[src/rtl/uart_pkt_pkg.sv]
// Shared types and constants for the UART packet link.
// Frame: A5, tag, w[7:0]..w[31:24], chk (tag ^ payload bytes).
package uart_pkt_pkg;

  localparam logic [7:0] SYNC_BYTE = 8'hA5;
  localparam int         FRAME_LEN = 7;
  localparam int         IDX_W     = 3;

  typedef logic [IDX_W-1:0] idx_t;

  localparam idx_t LAST_IDX = idx_t'(FRAME_LEN - 1);

  typedef enum logic {
    TX_IDLE,
    TX_SEND
  } tx_state_t;

  typedef enum logic {
    RX_HUNT,
    RX_COLLECT
  } rx_state_t;

  function automatic logic [7:0] frame_byte(
    input logic [7:0]  tag,
    input logic [31:0] word,
    input idx_t        idx
  );
    logic [7:0] b;
    case (idx)
      3'd0:    b = SYNC_BYTE;
      3'd1:    b = tag;
      3'd2:    b = word[7:0];
      3'd3:    b = word[15:8];
      3'd4:    b = word[23:16];
      3'd5:    b = word[31:24];
      3'd6:    b = tag ^ word[7:0] ^ word[15:8]
                 ^ word[23:16] ^ word[31:24];
      default: b = 8'h00;
    endcase
    return b;
  endfunction

endpackage

[src/rtl/uart_pkt_rx.sv]
// RX half: hunts for A5, collects tag/word, checks XOR, inter-byte timeout.
// Ports: CLK, RST, uart_recv_* FIFO side, rx_valid/rx_tag/rx_word/rx_err.
module uart_pkt_rx
  import uart_pkt_pkg::*;
#(
  parameter int TIMEOUT_CYCLES = 1000000
) (
  input  logic        CLK,
  input  logic        RST,
  input  logic [7:0]  uart_recv_data,
  input  logic        uart_receivable,
  output logic        uart_recv_flag,
  output logic        rx_valid,
  output logic [7:0]  rx_tag,
  output logic [31:0] rx_word,
  output logic        rx_err
);

  localparam int CNT_W =
    (TIMEOUT_CYCLES > 1) ? $clog2(TIMEOUT_CYCLES) : 1;
  localparam logic [CNT_W-1:0] TMO_LAST =
    CNT_W'(TIMEOUT_CYCLES - 1);

  rx_state_t        state, state_n;
  idx_t             idx;
  logic [7:0]       xsum;
  logic [7:0]       tag_sh;
  logic [31:0]      word_sh;
  logic [CNT_W-1:0] cnt;

  logic pop, last, good, bad, tmo;

  always_comb begin
    state_n = state;
    pop     = uart_receivable && !uart_recv_flag;
    last    = 1'b0;
    good    = 1'b0;
    bad     = 1'b0;
    tmo     = 1'b0;
    unique case (state)
      RX_HUNT: begin
        if (pop && uart_recv_data == SYNC_BYTE)
          state_n = RX_COLLECT;
      end
      RX_COLLECT: begin
        last = pop && (idx == LAST_IDX);
        good = last && (uart_recv_data == xsum);
        bad  = last && (uart_recv_data != xsum);
        tmo  = !pop && (cnt == TMO_LAST);
        if (last || tmo)
          state_n = RX_HUNT;
      end
    endcase
  end

  always_ff @(posedge CLK or posedge RST) begin
    if (RST) state <= RX_HUNT;
    else     state <= state_n;
  end

  always_ff @(posedge CLK or posedge RST) begin
    if (RST) begin
      uart_recv_flag <= 1'b0;
      rx_valid       <= 1'b0;
      rx_err         <= 1'b0;
      rx_tag         <= 8'h00;
      rx_word        <= 32'h0;
      idx            <= '0;
      xsum           <= 8'h00;
      tag_sh         <= 8'h00;
      word_sh        <= 32'h0;
      cnt            <= '0;
    end else begin
      uart_recv_flag <= pop;
      rx_valid       <= good;
      rx_err         <= bad || tmo;
      if (good) begin
        rx_tag  <= tag_sh;
        rx_word <= word_sh;
      end
      // Timeout only runs between pops of a frame.
      if (pop || tmo || state == RX_HUNT)
        cnt <= '0;
      else
        cnt <= cnt + 1'b1;
      if (state == RX_HUNT) begin
        if (pop && uart_recv_data == SYNC_BYTE) begin
          idx  <= 3'd1;
          xsum <= 8'h00;
        end
      end else if (pop) begin
        idx  <= idx + 3'd1;
        xsum <= xsum ^ uart_recv_data;
        if (idx == 3'd1)
          tag_sh <= uart_recv_data;
        else if (idx != LAST_IDX)
          // Little-endian bytes shift in from the top.
          word_sh <= {uart_recv_data, word_sh[31:8]};
      end
    end
  end

endmodule

[src/rtl/uart_packet_link.sv]
// Packet layer over the UART byte FIFOs: 7-byte tagged frames, TX and RX.
// Ports: CLK, RST, tx_* request, rx_* delivery, uart_* FIFO handshakes.
module uart_packet_link
  import uart_pkt_pkg::*;
#(
  parameter int TIMEOUT_CYCLES = 1000000
) (
  input  logic        CLK,
  input  logic        RST,
  input  logic        tx_valid,
  output logic        tx_ready,
  input  logic [7:0]  tx_tag,
  input  logic [31:0] tx_word,
  output logic        rx_valid,
  output logic [7:0]  rx_tag,
  output logic [31:0] rx_word,
  output logic        rx_err,
  output logic        uart_send_flag,
  output logic [7:0]  uart_send_data,
  input  logic        uart_sendable,
  output logic        uart_recv_flag,
  input  logic [7:0]  uart_recv_data,
  input  logic        uart_receivable
);

  tx_state_t   tx_state, tx_state_n;
  idx_t        tx_idx;
  logic [7:0]  tag_q;
  logic [31:0] word_q;
  logic        accept, push;

  assign tx_ready = (tx_state == TX_IDLE);

  always_comb begin
    tx_state_n = tx_state;
    accept     = 1'b0;
    push       = 1'b0;
    unique case (tx_state)
      TX_IDLE: begin
        accept = tx_valid;
        if (tx_valid)
          tx_state_n = TX_SEND;
      end
      TX_SEND: begin
        // Flag is registered, so FIFO status is stale for one cycle.
        push = uart_sendable && !uart_send_flag;
        if (push && tx_idx == LAST_IDX)
          tx_state_n = TX_IDLE;
      end
    endcase
  end

  always_ff @(posedge CLK or posedge RST) begin
    if (RST) tx_state <= TX_IDLE;
    else     tx_state <= tx_state_n;
  end

  always_ff @(posedge CLK or posedge RST) begin
    if (RST) begin
      tx_idx         <= '0;
      tag_q          <= 8'h00;
      word_q         <= 32'h0;
      uart_send_flag <= 1'b0;
      uart_send_data <= 8'h00;
    end else begin
      uart_send_flag <= push;
      if (accept) begin
        tag_q  <= tx_tag;
        word_q <= tx_word;
        tx_idx <= '0;
      end
      if (push) begin
        uart_send_data <= frame_byte(tag_q, word_q, tx_idx);
        tx_idx         <= tx_idx + 3'd1;
      end
    end
  end

  uart_pkt_rx #(
    .TIMEOUT_CYCLES(TIMEOUT_CYCLES)
  ) u_rx (
    .CLK             (CLK),
    .RST             (RST),
    .uart_recv_data  (uart_recv_data),
    .uart_receivable (uart_receivable),
    .uart_recv_flag  (uart_recv_flag),
    .rx_valid        (rx_valid),
    .rx_tag          (rx_tag),
    .rx_word         (rx_word),
    .rx_err          (rx_err)
  );

endmodule

[config.mk]
export PLATFORM = sky130hd
export DESIGN_NAME = uart_packet_link
export DESIGN_NICKNAME = d
export VERILOG_FILES = /design/src/rtl/uart_pkt_pkg.sv /design/src/rtl/uart_pkt_rx.sv /design/src/rtl/uart_packet_link.sv
export SDC_FILE = /design/constraint.sdc
export NUM_CORES = 1
export LEC_CHECK = 0
export ABC_AREA = 1
export BUFFER_PORTS_ARGS = -buffer_cell sky130_fd_sc_hd__buf_2
export CAP_MARGIN = 20
export CORE_MARGIN = 3
export CORE_UTILIZATION = 48
export CTS_CLUSTER_DIAMETER = 60
export CTS_CLUSTER_SIZE = 24
export DETAILED_ROUTE_END_ITERATION = 8
export PLACE_DENSITY = 0.71
export SLEW_MARGIN = 20
export SYNTH_ARGS = -nofsm -noshare
export SYNTH_HDL_FRONTEND = slang
export SYNTH_SLANG_ARGS = --single-unit
[constraint.sdc]
create_clock -name CLK -period 6.5 [get_ports CLK]
set_input_delay 0.325 -clock CLK [delete_from_list [all_inputs] [get_ports CLK]]
set_output_delay 0.325 -clock CLK [all_outputs]
set_load 0.01 [all_outputs]
; Yosys cells after proc, flatten, opt, wreduce, memory -nomap -nowiden
; Index checks and enable logic that the tools add are counted.
[word_totals]
output_inout_bits = 53
reg_bits = 168
elab_cells = 84
[op_classes]
mux = 21
n_bitwise = 8
n_addsub = 3
n_reduce_logical = 21
n_eq_ne = 14
[op_table]
columns = operator, count
row1 = 8-bit case mux with 7 select lines, 1
row2 = 8-bit bitwise XOR, 5
row3 = 8-bit two-way mux, 3
row4 = 20-bit by 1-bit adder with 20-bit output (second input constant), 1
row5 = 20-bit equality test (second input constant), 1
row6 = 20-bit two-way mux, 1
row7 = 3-bit two-way mux, 5
row8 = 3-bit equality test (second input constant), 4
row9 = 1-bit two-way mux, 9
row10 = 8-bit equality test, 1
row11 = 8-bit equality test (second input constant), 1
row12 = 1-bit logical AND, 8
row13 = 8-bit != test, 1
row14 = 3-bit by 1-bit adder with 3-bit output (second input constant), 2
row15 = 3-bit by 1-bit equality test with 1-bit output (second input constant), 2
row16 = 3-bit by 2-bit equality test with 1-bit output (second input constant), 2
row17 = 1-bit logical OR, 4
row18 = 1-bit case mux with 2 select lines, 2
row19 = 4-bit AND reduction, 1
row20 = 2-bit nonzero test, 2
row21 = 1-bit zero test, 3
row22 = 3-bit zero test, 1
row23 = 3-bit != test (second input constant), 1
row24 = 1-bit inverter, 3
row25 = other kinds (3), 3

; Longest topological paths before layout
; Gate-level depths: netlist (run 1).
[logic_depth]
ltp_word = 8
depth_mapped = 10
ltp_nobuf = 10

; By module
; A second synthesis (run 1) with hierarchy kept.
[unflattened]
cells_unflattened = 1001
area_unflattened_um2 = 8056.5
[by_module_without_submodules]
columns = module, cells_each, area_per_inst_um2, seq_area_each_um2, n_inst
row1 = uart_pkt_rx, 590, 5118.7, 2877.8, 1
row2 = uart_packet_link, 411, 2937.8, 1326.3, 1

; Worst setup path after synthesis (run 1)
; OpenSTA, ideal clock, no wires.
[synth_timing]
path_kind = register -> register
start = register u_rx.cnt[0]
end = register u_rx.state
setup_ns = 0.142
arrival_time_ns = 1.389
period_less_slack_ns = 1.532
path_stages_with_launch = 10
path_buffers = 1
t_required_ns = 6.358
setup_slack_ns = 4.968
cell_sequence = dfrtp_1 -> ha_1 -> nand2_1 -> nor2_2 -> inv_2 -> nor2_2 -> nand3_1 -> nand3_1 -> buf_4 -> o211ai_1
[synth_via]
elab_chain_len = 5
[synth_lines]
columns = element, line
row1 = from (decl), uart_pkt_rx.sv:29  ; logic [CNT_W-1:0] cnt;
row2 = from (signal assigned), uart_pkt_rx.sv:85  ; cnt <= cnt + 1'b1;
row3 = 20-bit equality test, uart_pkt_rx.sv:49  ; tmo = !pop && (cnt == TMO_LAST);
row4 = 1-bit logical AND, uart_pkt_rx.sv:49
row5 = 1-bit logical OR, uart_pkt_rx.sv:50  ; if (last || tmo)
row6 = 1-bit two-way mux, uart_pkt_rx.sv:50
row7 = 1-bit case mux with 2 select lines, uart_pkt_rx.sv:40  ; unique case (state)
row8 = via u_rx.state_n, uart_pkt_rx.sv:24  ; rx_state_t state, state_n;
row9 = to (signal assigned), uart_pkt_rx.sv:58  ; else state <= state_n;
row10 = to (decl), uart_pkt_rx.sv:24
; The timed path passes the listed nets, and every way through them passes these cells.
; A chain may end at the register's enable or synchronous reset.

; Worst setup path after layout (run 1)
[layout_timing]
start = register u_rx.xsum[7]
end = register u_rx.rx_word[8]
[layout_via]
elab_chain_len = 3
[layout_lines]
columns = element, line
row1 = from (decl), uart_pkt_rx.sv:26  ; logic [7:0] xsum;
row2 = from (signal assigned), uart_pkt_rx.sv:93  ; xsum <= xsum ^ uart_recv_data;
row3 = 8-bit equality test, uart_pkt_rx.sv:47  ; good = last && (uart_recv_data == xsum);
row4 = 1-bit logical AND, uart_pkt_rx.sv:47
row5 = 1-bit two-way mux, uart_pkt_rx.sv:40
row6 = to (signal assigned), uart_pkt_rx.sv:79  ; rx_word <= word_sh;
row7 = to (decl), uart_pkt_rx.sv:15  ; output logic [31:0] rx_word,
; Every way passes these cells.

==> out/results.ini, run 1 <==
[timing]
finClkSkew_ps=10.09
rsz0062_at_grt=false
fmax_ghz=0.3911
setup_tns_ps=0
setup_ws_ps=3943
drv_slew=0
fin_crit_sh=0.3934
setup_viol_count_final=0
max_slew_margin=0.4235
worst_slew_pin_slew_ps=863.8
hold_violations=2
layout_min_cycle_time_ps=2557
hold_ws_ps=-9.071

[finish]
multi_input_area_um2=3144
fillers=1466
layout-drive-gt1-share=0.1590
nets=1093
syn_to_final_growth_pct=16.61
design_area_um2=9154
regArea_um2=4204
n_antenna_cell=0

[clocking]
cts_buffers=17
cts_tree=yes
postCtsSetupBuffers=0
clock_latency_ps=430
cts_root_buf=clkbuf_16
postCtsHoldBufs=0
ctsHtreeMaxLevel=4
post_cts_resized=0
cts_buffer_depth=2
numClockSinks=168
clk_pin_slew_ps=70

[setup_path]
critical_path.max_fanout=42
cp.arrival_ps=2870
end_kind=flip-flop
required_ps=6810
startpoint_type=flip-flop
r2r_cells=7
critPathKind=flip-flop to flip-flop

[logic_synthesis]
synth_top_cells_by_count=nand2_1, dfrtp_1, nor2_1
async_flop_share=1.000
synth_top_area_share=0.5355
ys_seq_elements=168
syn-instance-count=935
netlist_area_um2=7850
ys_seq_area_frac=0.5355
synth_top_cell_by_area=dfrtp_1
synth_ff_type=dfrtp_1
synth_area_leaders=dfrtp_1, nand2_1, nor2_1, inv_1, nand4_1
ys_warn_count=0
synth_nets=997
synthDistinctLibCells=30
synth_edf_count=0
syn_area_per_cell_um2=8.396
synth_most_common_cell=nand2_1

[detailed_routing]
ant_nets=0
drtIter0Drc=481
drt_pass1_iterations=5
drcViolationCount=0
num_vias=6467
wl_um=17750
wire_per_inst_um=14.08
viasPerCell=5.133

[floorplan]
die-area_um2=17930
coreArea_um2=15940
initial_core_util=0.4924
die-height_um=133.9
pin_count=106
die_x_um=133.9
fp-row-count=46

[power_and_ir_drop]
p_leak_nw=4.863
p_per_area_nw_per_um2=404.0
pwr-share-clk=0.274
power.total_mw=3.698
switchingPower_mw=1.344
power.internal_mw=2.354
seqPwrFrac=0.431
combPwrFrac=0.295
p_sw_frac=0.3635
ir_worst_vdd_mv=0.2146

[global_route]
antenna_found_initial=0
grt_pass1_vias=6349
grt_overflow_total=0
grt_max_degree=78
grtUsageTotal=0.2078
grt_pass1_wl_um=30240

[run]
drv_cap=0

[outcome]
status=complete, but fails checks
violations=negative hold slack

[place]
pre_cts_ws_ps=3941
dpl.hpwl_um=12010
place_area_um2=8562
io_buffers=105
gp_congestion=0.9021

[hold_path]
hold_class=primary input to async pin

[registers in the layout, indices dropped and copies added (netlist names)]
signal,count
u_rx.rx_word,32
u_rx.state,1
u_rx.rx_tag,8
u_rx.cnt,20
uart_send_flag,1
u_rx.rx_valid,1
u_rx.idx,3
tag_q,8
word_q,32
u_rx.word_sh,32
u_rx.xsum,8
tx_state,1
tx_idx,3
uart_send_data,8
u_rx.tag_sh,8
u_rx.uart_recv_flag,1
u_rx.rx_err,1
[power by group through the flow]
stage | Sequential, mW | Combinational (mW) | Clock, mW
3_5_place_dp | 1.60 | 1.09 | 0
3_3_place_gp | 1.59 | 1.05 | 0
2_1_floorplan | 1.56 | 0.845 | 0
4_1_cts | 1.59 | 1.09 | 1.03
5_1_grt | 1.64 | 1.27 | 1.07
6_report | 1.59 | 1.09 | 1.01
[metrics by stage]
stage,instances,utilization,hold slack [ps]
finish,1260,0.5742,-9.071
global route,1260,0.5742,54.42
CTS,1260,0.5742,29.01
detailed placement,1228,0.5370,455.1
global placement,1228,0.5370,453.6
floorplan,935,-,456.7
[layer usage]
| layer | wire length, um | track usage |
|---|---|---|
| met5 | 0 | 0 |
| met4 | 198 | 0.05714 |
| met3 | 927 | 0.05326 |
| met2 | 8379 | 0.3335 |
| met1 | 8241 | 0.2831 |
[logic make-up after synthesis]
family	Yosys count	share of synthesized area
and+or+nand+nor	486	0.2659
DFF	168	0.5355
buffers and inverters	130	0.06647
AOI/OAI and AO/OA	101	0.06822
xor gates and xnor gates	29	0.03236
muxes	12	0.01721
adders and majority gates	9	0.01435
[critical path, stage by stage (launching register included)]
cell and delay [ps]:
dfrtp_1 410, xnor2_1 240, nand2_1 140, nor3_4 120, buf_4 390, nand3_2 770, nand2_1 250, nand2_1 80
[area by class of cell]
cell class | count | share of cell area
Inverter | 94 | 0.03909
Multi-Input combinational cell | 637 | 0.3435
Clock buffer | 17 | 0.04647
Clock inverter | 15 | 0.01818
Timing Repair Buffer | 113 | 0.06397
Sequential cell | 168 | 0.4593
Tap cell | 216 | 0.02952
[worst paths after layout]
kind,start,to,slack (ps)
worst max-delay path,u_rx.xsum[7],u_rx.rx_word[8],3940
worst min-delay path,RST,word_q[20],-9
worst max register to register,u_rx.xsum[7],u_rx.rx_word[8],3940
worst min register to register,u_rx.rx_word[5],u_rx.rx_word[5],460
max in group asynchronous,RST,u_rx.rx_word[0],4800
min in group CLK,tx_word[14],word_q[14],110
[layout by cell type (no fill, tap or decap), types with 5 or more instances in the layout]
master,count
o21ai_1,23
clkbuf_16,17
inv_6,5
nor2_1,109
nand4_1,47
o22ai_1,12
ha_1,9
inv_2,8
mux2_1,12
o21ai_0,7
xor2_1,15
nand2_1,260
nor3_1,16
o211ai_1,6
dfrtp_1,168
a21oi_1,53
buf_4,8
inv_1,84
nand3_1,37
xnor2_1,14
buf_2,105
Note: power is estimated with default switching activity, not from simulation.
==> run 2: changes to the inputs <==
Settings changed: ABC_AREA 1 to 0, PLACE_DENSITY 0.71 to 0.72.
Clock period 6.5 ns to 2.47 ns, I/O delays scaled along.
==> run 2 against run 1 <==
  * The run still ends with negative hold slack left
  * Worst hold slack worse by 50 ps
  * Sequential cell count stayed put
  * Wire length is 5.6% lower
  * Critical endpoint is now u_rx.rx_word[31]
  * Largest power group unchanged
  * Fmax is 19% higher
  * Clock skew is 1.3 ps higher
  * Final cell count is 20% lower
==> out/results.ini, run 2 <==
[outcome]
status=complete, but fails checks
violations=negative hold slack

[clocking]
cts_root_buf=clkbuf_16
clock_latency_ps=420
clk_pin_slew_ps=60
cts_buffers=17
cts_tree=yes
ctsHtreeMaxLevel=4
postCtsSetupBuffers=0
cts_buffer_depth=2
numClockSinks=168

[logic_synthesis]
synth_area_leaders=dfrtp_1, mux2_2, nand2_1, xnor2_1, xor2_1
ys_seq_elements=168
synthDistinctLibCells=49
syn_area_per_cell_um2=11.30
syn-instance-count=658
netlist_area_um2=7435
ys_seq_area_frac=0.5655
ys_warn_count=0
synth-xor-area-share=0.06749
synth_top_cell_by_area=dfrtp_1
synth_top_family_by_area=simple AND/OR/NAND/NOR gates
synthAdderAreaFrac=0.01515
synthMuxAreaShare=0.1282
async_flop_share=1.000
synth_top_area_share=0.5655
synth_nets=720
synth-compound-area-share=0.06143
synth_top_cells_by_count=dfrtp_1, nand2_1, mux2_2
synthSimpleGateAreaFrac=0.1380
synth_most_common_cell=dfrtp_1
synth_edf_count=0
synth_ff_type=dfrtp_1

[finish]
nets=874
design_area_um2=9253
final_common_cell=dfrtp_1
n_antenna_cell=0
top_regs=u_rx.rx_word: 32 flops, u_rx.word_sh: 32 flops, word_q: 32 flops
final_cell_mix=dfrtp_1, nand2_1, buf_2
syn_to_final_growth_pct=24.45
layout-drive-gt1-share=0.2933
fillers=1145
final_util=0.6225

[floorplan]
die-height_um=130.5
fp-row-count=44
initial_core_util=0.5002
pin_count=106
die-area_um2=17020
die_x_um=130.5
coreArea_um2=14860

[timing]
layout_min_cycle_time_ps=2145
drv_slew=0
fmax_ghz=0.4663
setup_tns_ps=0
max_slew_margin=0.4126
rsz0062_at_grt=false
worst_slew_pin_slew_ps=881.2
setup_viol_count_final=0
hold_ws_ps=-58.76
finClkSkew_ps=11.38
hold_violations=33
fin_crit_sh=0.8683

[detailed_routing]
viasPerCell=5.383
drt-met1-wl_um=7252
drtIter0Drc=426
drt_pass1_iterations=5
drcViolationCount=0
wl_um=16760
routed-wl-met3_um=628
num_vias=5431
wl_met2_um=8490
dr.max_layer_used=met4
wire_per_inst_um=16.61
ant_nets=0

[power_and_ir_drop]
pwr-share-clk=0.307
p_per_area_nw_per_um2=955.8
combPwrFrac=0.263
p_sw_frac=0.3105
power.total_mw=8.844
switchingPower_mw=2.746
power.internal_mw=6.098
seqPwrFrac=0.430
p_leak_nw=4.690
ir_worst_vdd_mv=0.5601

[place]
dpl.hpwl_um=10940
place_area_um2=8210
io_buffers=105
gp_congestion=0.8521

[setup_path]
required_ps=2770
reg2reg_to=u_rx.rx_word[31]
r2r_start=u_rx.uart_recv_flag
r2r_cells=5
startpoint_type=flip-flop
crit_end=u_rx.rx_word[31]
cp.arrival_ps=2450
critical_path.max_fanout=37
critPathKind=flip-flop to flip-flop
r2r_slack_ps=330
startpoint=u_rx.uart_recv_flag
end_kind=flip-flop

[global_route]
grt_pass1_wl_um=27610
antenna_found_initial=0
grt_pass1_vias=5583
grt_overflow_total=0
grtUsageTotal=0.2057
grt_max_degree=169

[hold_path]
hold_class=primary input to async pin

[run]
drv_cap=0

-- run 2: cells by family after synthesis --
| logic type | after synthesis |
|---|---|
| adders and majority gates | 9 |
| buffers and inverters | 43 |
| muxes | 85 |
| DFF | 168 |
| and+or+nand+nor | 232 |
| xor gates and xnor gates | 51 |
| AOI/OAI and AO/OA | 70 |
-- run 2: repair_timing --
action | 4_1_cts | 5_1_grt
endpoints found under the hold margin | 43 | 0
resized for setup | 0 | 0
hold buffers | 43 | 0
-- run 2: layer usage --
layer	track usage	up-vias
met4	0.06655	0
met2	0.3452	130
met5	0	-
met1	0.2645	2708
li1	-	2563
met3	0.05122	30
-- run 2: area by class of cell --
| cell class | count | area [um2] | area share |
|---|---|---|---|
| sequential | 168 | 4204 | 0.4544 |
| multi-input combinational | 447 | 3053 | 0.3300 |
| timing repair buffer | 163 | 1094 | 0.1182 |
| clock buffer | 19 | 442.9 | 0.04787 |
| tap | 184 | 230.2 | 0.02488 |
| clock inverter | 13 | 168.9 | 0.01826 |
| inverter | 15 | 60.06 | 0.006491 |
-- run 2: how the worst min path moves through the flow --
stage                      start                  end  slack, ps  cells after the start
2_1_floorplan          tx_tag[0]             tag_q[0]        230                      2
3_3_place_gp          tx_word[6]            word_q[6]        310                      3
3_5_place_dp         tx_word[16]           word_q[16]        320                      3
4_1_cts        uart_recv_data[5]         u_rx.xsum[5]        0.2                      3
5_1_grt          uart_receivable  u_rx.uart_recv_flag         30                      2
6_report                     RST      u_rx.rx_word[1]        -60                      3
-- run 2: worst max-delay path, stage by stage, from the launching register on --
cell and delay (ps):
dfrtp_1 410, nand3b_1 440, nor2_1 200, nand4_1 330, buf_12 300, mux2_2 310
-- run 2: through the flow --
stage | std cells | setup WS (ps)
floorplan | 658 | 205.8
global placement | 934 | 417.4
detailed placement | 934 | 342.9
CTS | 1009 | 319.8
global route | 1009 | 154.7
finish | 1009 | 325.4
-- run 2: power groups by stage --
stage | clock (mW) | combinational (mW) | sequential (mW)
6_report | 2.72 | 2.32 | 3.80
5_1_grt | 2.89 | 2.60 | 3.88
4_1_cts | 2.77 | 2.32 | 3.80
3_5_place_dp | 0 | 2.24 | 3.84
3_3_place_gp | 0 | 2.16 | 3.80
2_1_floorplan | 0 | 1.74 | 3.72
